**src/rtl/imem_loader.sv**
```systemverilog
// Instruction-memory loader: takes a byte stream with a 16-bit word-count header, packs it
// MSB-first into 32-bit words, writes them at consecutive word addresses and holds the CPU until done.
module imem_loader #(
    parameter int          DEPTH_WORDS = 256,
    parameter logic [31:0] ADDR_BASE   = 32'h0
) (
    input  logic        Clk,
    input  logic        Rst,
    input  logic        Start,
    input  logic [7:0]  ByteIn,
    input  logic        ByteValid,
    output logic        ByteReady,
    output logic        MemWrEn,
    output logic [31:0] MemWrAddr,
    output logic [31:0] MemWrData,
    output logic        CpuHold,
    output logic        Done,
    output logic        Error
);
    typedef enum logic [2:0] {IDLE, HDR_HI, HDR_LO, RECV, WRITE, DONE} state_t;

    localparam logic [16:0] DEPTH_L = 17'(DEPTH_WORDS);

    state_t      state;
    logic [1:0]  byte_idx;
    logic [15:0] word_cnt;
    logic [15:0] length;
    logic [23:0] word_hi;

    logic        xfer;
    logic [15:0] hdr_len;
    logic [15:0] cnt_next;
    logic [31:0] wr_addr;

    assign xfer     = ByteValid & ByteReady;
    assign hdr_len  = {length[15:8], ByteIn};
    assign cnt_next = word_cnt + 16'd1;
    assign wr_addr  = ADDR_BASE + {14'd0, word_cnt, 2'b00};

    always_ff @(posedge Clk or posedge Rst) begin
        if (Rst) begin
            state     <= IDLE;
            byte_idx  <= 2'd0;
            word_cnt  <= 16'd0;
            length    <= 16'd0;
            word_hi   <= 24'd0;
            ByteReady <= 1'b0;
            MemWrEn   <= 1'b0;
            MemWrAddr <= ADDR_BASE;
            MemWrData <= 32'd0;
            CpuHold   <= 1'b1;
            Done      <= 1'b0;
            Error     <= 1'b0;
        end else begin
            case (state)
                IDLE, DONE: begin
                    if (Start) begin
                        state     <= HDR_HI;
                        ByteReady <= 1'b1;
                        Done      <= 1'b0;
                        Error     <= 1'b0;
                        CpuHold   <= 1'b1;
                        word_cnt  <= 16'd0;
                        byte_idx  <= 2'd0;
                    end
                end
                HDR_HI: begin
                    if (xfer) begin
                        length[15:8] <= ByteIn;
                        state        <= HDR_LO;
                    end
                end
                HDR_LO: begin
                    if (xfer) begin
                        length   <= hdr_len;
                        byte_idx <= 2'd0;
                        // Empty or oversized images finish without touching memory.
                        if (hdr_len == 16'd0 || {1'b0, hdr_len} > DEPTH_L) begin
                            state     <= DONE;
                            ByteReady <= 1'b0;
                            Done      <= 1'b1;
                            CpuHold   <= 1'b0;
                            Error     <= (hdr_len != 16'd0);
                        end else begin
                            state <= RECV;
                        end
                    end
                end
                RECV: begin
                    if (xfer) begin
                        byte_idx <= byte_idx + 2'd1;
                        case (byte_idx)
                            2'd0: word_hi[23:16] <= ByteIn;
                            2'd1: word_hi[15:8]  <= ByteIn;
                            2'd2: word_hi[7:0]   <= ByteIn;
                            default: begin
                                MemWrData <= {word_hi, ByteIn};
                                MemWrAddr <= {wr_addr[31:2], 2'b00};
                                MemWrEn   <= 1'b1;
                                ByteReady <= 1'b0;
                                state     <= WRITE;
                            end
                        endcase
                    end
                end
                WRITE: begin
                    MemWrEn  <= 1'b0;
                    word_cnt <= cnt_next;
                    byte_idx <= 2'd0;
                    if (cnt_next == length) begin
                        state   <= DONE;
                        Done    <= 1'b1;
                        CpuHold <= 1'b0;
                    end else begin
                        state     <= RECV;
                        ByteReady <= 1'b1;
                    end
                end
                default: begin
                    state     <= IDLE;
                    ByteReady <= 1'b0;
                end
            endcase
        end
    end
endmodule
```
**config.mk**
```make
export PLATFORM = sky130hd
export DESIGN_NAME = imem_loader
export DESIGN_NICKNAME = d
export VERILOG_FILES = /design/src/rtl/imem_loader.sv
export SDC_FILE = /design/constraint.sdc
export NUM_CORES = 1
export LEC_CHECK = 0
export BUFFER_PORTS_ARGS = -buffer_cell sky130_fd_sc_hd__buf_2
export CORE_MARGIN = 10
export CORE_UTILIZATION = 35
export DETAILED_ROUTE_END_ITERATION = 10
export PLACE_DENSITY = 0.5
export SYNTH_ARGS = -nofsm -noshare
export SYNTH_HDL_FRONTEND = slang
export SYNTH_SLANG_ARGS = --single-unit
```
**constraint.sdc**
```tcl
create_clock -name Clk -period 4 [get_ports Clk]
set_input_delay 0.4 -clock Clk [delete_from_list [all_inputs] [get_ports Clk]]
set_output_delay 0.4 -clock Clk [all_outputs]
set_load 0.01 [all_outputs]
```
==> flow_summary.json, run 1 <==
{
  "via_per_inst": 5.22,
  "ys.flop_type": "dfrtp_1",
  "power.leakage_nw": 3.13,
  "rows": 45,
  "max_freq_mhz": 359,
  "ys_seq_elements": 114,
  "pin_count": 81,
  "syn2layout_area_growth_pct": 18.3,
  "drtPass1Iterations": 5,
  "drt_iter0_markers": 242,
  "synth_common_cells": "dfrtp_1, mux2_2, o21ai_0",
  "yosys_warnings": 0,
  "synth_top_area_share_pct": 52.1,
  "r2r_start": "word_cnt[0]$_DFFE_PP0P_",
  "crit_type": "reg -> reg",
  "worst_ep_arrival_time_ns": 3.09,
  "dpl.cell_count": 694,
  "required_ns": 4.30,
  "drive_gt1_share_pct": 35.7,
  "rsz0062_at_grt": "false",
  "yosysMostFrequentCell": "dfrtp_1",
  "period_minus_slack_ns": 2.79,
  "cts_tree": "built",
  "start_kind": "flop",
  "cts_sinks": 114,
  "multi_input_area_um2": 2360,
  "worstMarginPinSlew_ns": 0.962,
  "die_w_um": 145,
  "synth_edf_count": 0,
  "min_path_type": "in -> async",
  "power.density_nw_per_um2": 657,
  "cts_buffer_depth": 2,
  "synth_area_leaders": "dfrtp_1, mux2_2, o21ai_0, buf_4, nand2_1",
  "io_buffers": 64,
  "finalSetupViolCount": 0,
  "post-cts-setup-buffers": 0,
  "finalHoldViolCount": 0,
  "netlist_instances": 465,
  "die_h_um": 145,
  "n_antenna_cell": 0,
  "cts_resized": 0,
  "ir_drop_v": 0.000294,
  "grt_overflow": 0,
  "die-area_um2": 20900,
  "r2r_end": "Done$_DFFE_PP0P_",
  "num_vias": 3773,
  "crit_end": "Done$_DFFE_PP0P_",
  "ant_nets": 0,
  "reg2reg_slack_ns": 1.21,
  "clk_pin_slew_ns": 0.05,
  "crit_start": "word_cnt[0]$_DFFE_PP0P_",
  "root_buffer": "clkbuf_16",
  "fill_cells": 1465,
  "cts_made_buffers": 17,
  "wl_per_cell_um": 17.9,
  "ys_async_sr_fraction_pct": 100,
  "grtUsageTotal_pct": 13.0,
  "timing.final.max_slew_violations": 0,
  "yosys.area.top_type": "dfrtp_1",
  "gp_congestion": 0.838,
  "htreeDepth": 4,
  "drc": 0,
  "avgSynthCellArea_um2": 11.7,
  "ff2ff_path_depth": 7,
  "initial_utilization_pct": 35.7,
  "status": "finished clean",
  "grt_max_degree": 69,
  "timing.final.crit_share_pct": 69.7,
  "worst-path-max-fanout": 8,
  "finalSetupTns_ns": 0,
  "ctsHoldBuffers": 0,
  "hpwl_um": 8930,
  "num-nets-final": 542,
  "core_area_um2": 15200,
  "end_kind": "flop",
  "clock_latency_ns": 0.41,
  "slew_headroom_pct": 35.6,
  "antenna_found_initial": 0,
  "wl_um": 13000,
  "syn_area_um2": 5430,
  "fin_skew_ns": 0.00797,
  "ff_latch_area_um2": 2850,
  "stdcell_count": 723,
  "seq_area_frac_synth_pct": 52.6,
  "synth_cell_types": 52,
  "grt_pass1_vias": 3860,
  "grt_pass1_wl_um": 20800,
  "maxCapViolations": 0
}
==> final cells by class <==
class / count / share of cell area [%]
clock inverter: 6 / 2.02
tap: 188 / 3.66
clock buffer: 23 / 7.28
inverter: 10 / 0.623
multi-input combinational: 315 / 36.7
sequential: 114 / 44.4
timing repair buffer: 67 / 5.33
==> flip-flops by register name, summed over array words and instances (netlist names) <==
| name | count |
|---|---|
| ByteReady | 1 |
| CpuHold | 1 |
| Done | 1 |
| Error | 1 |
| MemWrAddr | 16 |
| MemWrData | 32 |
| MemWrEn | 1 |
| byte_idx | 2 |
| length | 16 |
| state | 3 |
| word_cnt | 16 |
| word_hi | 24 |
==> layer usage <==
layer | wire length [um] | global-route usage (%)
met4 | 68 | 4.95
met2 | 6110 | 19.7
met3 | 892 | 4.36
met1 | 5900 | 16.6
met5 | 0 | 0
==> critical path, stage by stage (launching register included) <==
cell	delay (ns)
dfrtp_1	0.51
ha_1	0.35
nand3_1	0.27
nor4_1	0.59
xnor2_1	0.18
nand4_1	0.14
or4_4	0.53
o311ai_1	0.11
==> per-stage QoR <==
| stage | area (um2) | util, % | hold WS (ns) | total power [mW] | worst slack, ns |
|---|---|---|---|---|---|
| final | 6430 | 42.3 | 0.170 | 4.22 | 1.21 |
| after global routing | 6430 | 42.3 | 0.245 | 4.48 | 0.944 |
| after CTS | 6430 | 42.3 | 0.199 | 4.27 | 1.22 |
| after detailed placement | 5830 | 38.3 | 0.487 | 2.70 | 1.26 |
| after global placement | 5830 | 38.3 | 0.483 | 2.67 | 1.31 |
| after floorplan | 5490 | - | 0.475 | 2.41 | 0.586 |
==> how the worst min path moves through the flow <==
stage | slack [ns] | endpoint | cells after the start
floorplan | 0.47 | MemWrData[10]$_DFFE_PP0P_ | 1
global placement | 0.48 | MemWrData[22]$_DFFE_PP0P_ | 1
detailed placement | 0.49 | MemWrData[21]$_DFFE_PP0P_ | 1
CTS | 0.20 | word_hi[19]$_DFFE_PP0P_ | 2
global route | 0.24 | MemWrData[5]$_DFFE_PP0P_ | 2
finish | 0.17 | MemWrData[27]$_DFFE_PP0P_ | 2
==> report_power, final <==
part           internal, mW  switching (mW)
clock                  1.06           0.485
combinational         0.472           0.495
sequential             1.45           0.261
==> kinds of logic (layout without fill, tap and decap cells) <==
logic type / count (synthesis) / after routing / synth area share (%)
buffers and inverters: 51 / 106 / 5.14
adder cells (fa/ha/maj): 5 / 5 / 1.15
XOR/XNOR: 20 / 20 / 3.23
multiplexers: 90 / 90 / 18.6
other: 1 / 16 / 0.0691
flip-flops: 114 / 114 / 52.6
AND/OR/NAND/NOR: 107 / 107 / 10.6
AO/OA/AOI/OAI: 77 / 77 / 8.66
==> cell usage in the layout, fill, tap and decap left out, types with 3 or more instances in the layout <==
cell	instances
clkbuf_16	17
a31oi_1	5
and4_1	3
mux2_2	89
and3_1	3
nand3_1	12
buf_2	64
nor3_1	8
a21oi_1	17
buf_4	3
xnor2_1	9
bufinv_16	4
dfrtp_1	113
clkbuf_1	4
inv_1	9
ha_1	5
nand2b_1	3
nor2_1	20
o21ai_0	30
o31ai_1	5
nor2b_1	4
nand4_1	7
conb_1	16
nand2_1	25
xor2_1	11
nor4_1	7
No activity file was read; power rests on OpenSTA's default activity.
==> run 2: changes to the inputs <==
--- a/config.mk
+++ b/config.mk
@@ -5,11 +5,12 @@
 export SDC_FILE = /design/constraint.sdc
 export NUM_CORES = 1
 export LEC_CHECK = 0
+export ABC_AREA = 1
 export BUFFER_PORTS_ARGS = -buffer_cell sky130_fd_sc_hd__buf_2
 export CORE_MARGIN = 10
 export CORE_UTILIZATION = 35
 export DETAILED_ROUTE_END_ITERATION = 10
-export PLACE_DENSITY = 0.5
+export PLACE_DENSITY = 0.52
 export SYNTH_ARGS = -nofsm -noshare
 export SYNTH_HDL_FRONTEND = slang
 export SYNTH_SLANG_ARGS = --single-unit
==> constraint.sdc (replaced) <==
create_clock -name Clk -period 2.2 [get_ports Clk]
set_input_delay 0.22 -clock Clk [delete_from_list [all_inputs] [get_ports Clk]]
set_output_delay 0.22 -clock Clk [all_outputs]
set_load 0.01 [all_outputs]
==> run 2 against run 1 <==
Hold slack worse by 0.063 ns. Via count grew 12%. Sequential power increased by 23%. Total power increased by 15%. Clock power increased by 71%. Count of clock-buffer cells in the layout is 2 lower. Synthesized cell count rose by 30%. Global-route usage up 1.1 points. Synthesized area fell by 1.8%. Utilization rose by 1.3 points. Flip-flop and latch count did not move. Final cell count rose by 24%. Critical path type unchanged. Critical endpoint is now MemWrAddr[8]$_DFFE_PP0P_. Highest routed layer unchanged.
==> flow_summary.json, run 2 <==
{
  "die_h_um": 143,
  "start_kind": "flop",
  "end_kind": "flop",
  "final_cell_mix": "nand2_1, dfrtp_1, o21ai_0",
  "worst-path-max-fanout": 37,
  "synth_area_leaders": "dfrtp_1, nand2_1, o21ai_0, nand3_1, mux2_2",
  "drt_iter0_markers": 198,
  "avgSynthCellArea_um2": 8.82,
  "hpwl_um": 9940,
  "wl_um": 13600,
  "layout_commonest_cell": "nand2_1",
  "pin_count": 81,
  "seq_area_frac_synth_pct": 53.5,
  "num-nets-final": 711,
  "p_switching_mw": 1.03,
  "power.density_nw_per_um2": 741,
  "drc": 0,
  "top_register": "MemWrData",
  "finalHoldViolCount": 0,
  "grt_pass1_vias": 4259,
  "gp_congestion": 0.865,
  "power.leakage_nw": 3.62,
  "min_path_type": "in -> reg",
  "biggestRegsByFlops": "MemWrData: 32 flops, word_hi: 24 flops",
  "yosys_warnings": 0,
  "period_minus_slack_ns": 2.03,
  "drive_gt1_share_pct": 23.0,
  "yosys.area.top_type": "dfrtp_1",
  "die_w_um": 143,
  "timing.final.max_slew_violations": 0,
  "fill_cells": 1525,
  "yosysMostFrequentCell": "nand2_1",
  "syn_area_um2": 5340,
  "drtPass1Iterations": 4,
  "cts_buffer_depth": 2,
  "cts_made_buffers": 17,
  "stdcell_area_um2": 6570,
  "synth-adder-area-share_pct": 1.17,
  "status": "finished clean",
  "cts_tree": "built",
  "clock_latency_ns": 0.41,
  "seq_power_share_pct": 43.1,
  "grt_max_degree": 38,
  "grtUsageTotal_pct": 14.0,
  "required_ns": 2.48,
  "timing.final.crit_share_pct": 92.1,
  "clk_pin_slew_ns": 0.05,
  "ant_nets": 0,
  "synth-compound-area-share_pct": 9.10,
  "crit_type": "reg -> reg",
  "synth_edf_count": 0,
  "synth_top_family_by_area": "simple AND/OR/NAND/NOR gates",
  "ys_seq_elements": 114,
  "max_freq_mhz": 494,
  "synth_top_area_share_pct": 53.0,
  "ir_drop_v": 0.000446,
  "p_int_mw": 3.84,
  "final_util_pct": 43.5,
  "cts_sinks": 114,
  "initial_utilization_pct": 35.4,
  "pwr-share-clk_pct": 54.5,
  "via_per_inst": 4.75,
  "syn2layout_area_growth_pct": 23.1,
  "synth_common_cells": "nand2_1, dfrtp_1, o21ai_0",
  "grt_pass1_wl_um": 22500,
  "htreeDepth": 4,
  "largest_reg_flops": 32,
  "core_area_um2": 15100,
  "worst_ep_arrival_time_ns": 2.30,
  "rows": 45,
  "ys_async_sr_fraction_pct": 100,
  "num_vias": 4244,
  "crit_start": "state[2]$_DFFE_PP0P_",
  "die-area_um2": 20600,
  "power_frac_comb_pct": 2.4,
  "synth_mux_area_share_pct": 5.07,
  "netlist_instances": 605,
  "io_buffers": 64,
  "synth_xor_area_share_pct": 0.915,
  "hold_ws_ns": 0.107,
  "root_buffer": "clkbuf_16",
  "maxCapViolations": 0,
  "n_antenna_cell": 0,
  "wl_per_cell_um": 15.3,
  "place_area_um2": 5940,
  "worstMarginPinSlew_ns": 0.619,
  "hold_start": "Start",
  "r2r_start": "state[2]$_DFFE_PP0P_",
  "synthSimpleGateAreaFrac_pct": 22.9,
  "slew_headroom_pct": 58.6,
  "sw_frac_of_total_pct": 21.1,
  "finalSetupViolCount": 0,
  "antenna_found_initial": 0,
  "synth_cell_types": 34,
  "ys.flop_type": "dfrtp_1",
  "grt_overflow": 0,
  "fin_skew_ns": 0.0112
}
-- run 2: changes by cell type after synthesis, moves of 6 or more --
cell / change
inv_1: +43
nor4_1: -6
xnor2_1: -8
nand2_1: +150
o22ai_1: +9
o21ai_0: +42
a21oi_1: -11
nand3_1: +34
mux2_2: -69
nor3_1: -7
xor2_1: -9
nor2_2: +6
-- run 2: path summary, 6_finish.rpt --
check                                      endpoint  slack [ns]  depth (start not counted)
hold / removal                  CpuHold$_DFFE_PP1P_        0.11                          3
setup / recovery           MemWrAddr[8]$_DFFE_PP0P_        0.17                          9
setup reg to reg           MemWrAddr[8]$_DFFE_PP0P_        0.17                          9
hold reg to reg                 CpuHold$_DFFE_PP1P_        0.46                          2
min in group asynchronous  MemWrAddr[9]$_DFFE_PP0P_        0.44                          3
max in group asynchronous   word_hi[18]$_DFFE_PP0P_        1.06                          5
-- run 2: per-layer routing --
| layer | vias up | routed length [um] | global-route usage [%] |
|---|---|---|---|
| li1 | 2125 | - | - |
| met1 | 2022 | 6360 | 17.5 |
| met2 | 90 | 6430 | 22.2 |
| met3 | 7 | 739 | 4.82 |
| met4 | 0 | 112 | 4.67 |
| met5 | - | 0 | 0 |
-- run 2: repair_timing --
action / 4_1_cts / 5_1_grt
buffers inserted: 0 / 3
endpoints found under the setup margin: 0 / 5
endpoints found under the hold margin: 22 / 0
hold buffers: 1 / 0
resized for setup: 0 / 6
-- run 2: kinds of logic (layout without fill, tap and decap cells) --
| group | Yosys count | after routing |
|---|---|---|
| simple gates | 279 | 280 |
| flops | 114 | 114 |
| buf+inv | 86 | 170 |
| xor+xnor | 4 | 4 |
| mux | 24 | 24 |
| compound gates | 92 | 92 |
| other cells | 1 | 16 |
| fa+ha+maj | 5 | 5 |
-- run 2: power by group through the flow --
stage / Sequential [mW] / Combinational (mW) / Clock, mW
6_report: 2.10 / 0.118 / 2.65
5_1_grt: 2.10 / 0.134 / 2.82
4_1_cts: 2.10 / 0.123 / 2.71
3_5_place_dp: 2.14 / 0.121 / 0
3_3_place_gp: 2.14 / 0.119 / 0
2_1_floorplan: 2.14 / 0.0737 / 0
-- run 2: through the flow --
step	TNS (ns)	total power [mW]	setup slack, ns	instances
after global routing	-0.0107	5.05	-0.00822	893
after floorplan	0	2.21	0.466	620
after CTS	0	4.93	0.154	889
after detailed placement	0	2.26	0.164	858
after global placement	0	2.25	0.224	858
final	0	4.87	0.174	893
-- run 2: layout make-up --
cell class	count	area, um2	share of cell area (%)
inverters	55	210	3.20
repair buffers	85	531	8.07
well taps	188	235	3.58
multi-input cells	421	2170	33.0
flip-flops and latches	114	2860	43.5
clock inverters	9	109	1.66
clock buffers	21	460	7.01
-- run 2: critical path, cell delays in order (launching register included) --
cell     delay (ns)
dfrtp_1        0.43
nor2_2         0.19
inv_2          0.06
nor2_2         0.18
inv_2          0.07
nor2_4         0.16
nand2_4        0.28
buf_4          0.33
nand2_1        0.08
o21ai_0        0.08
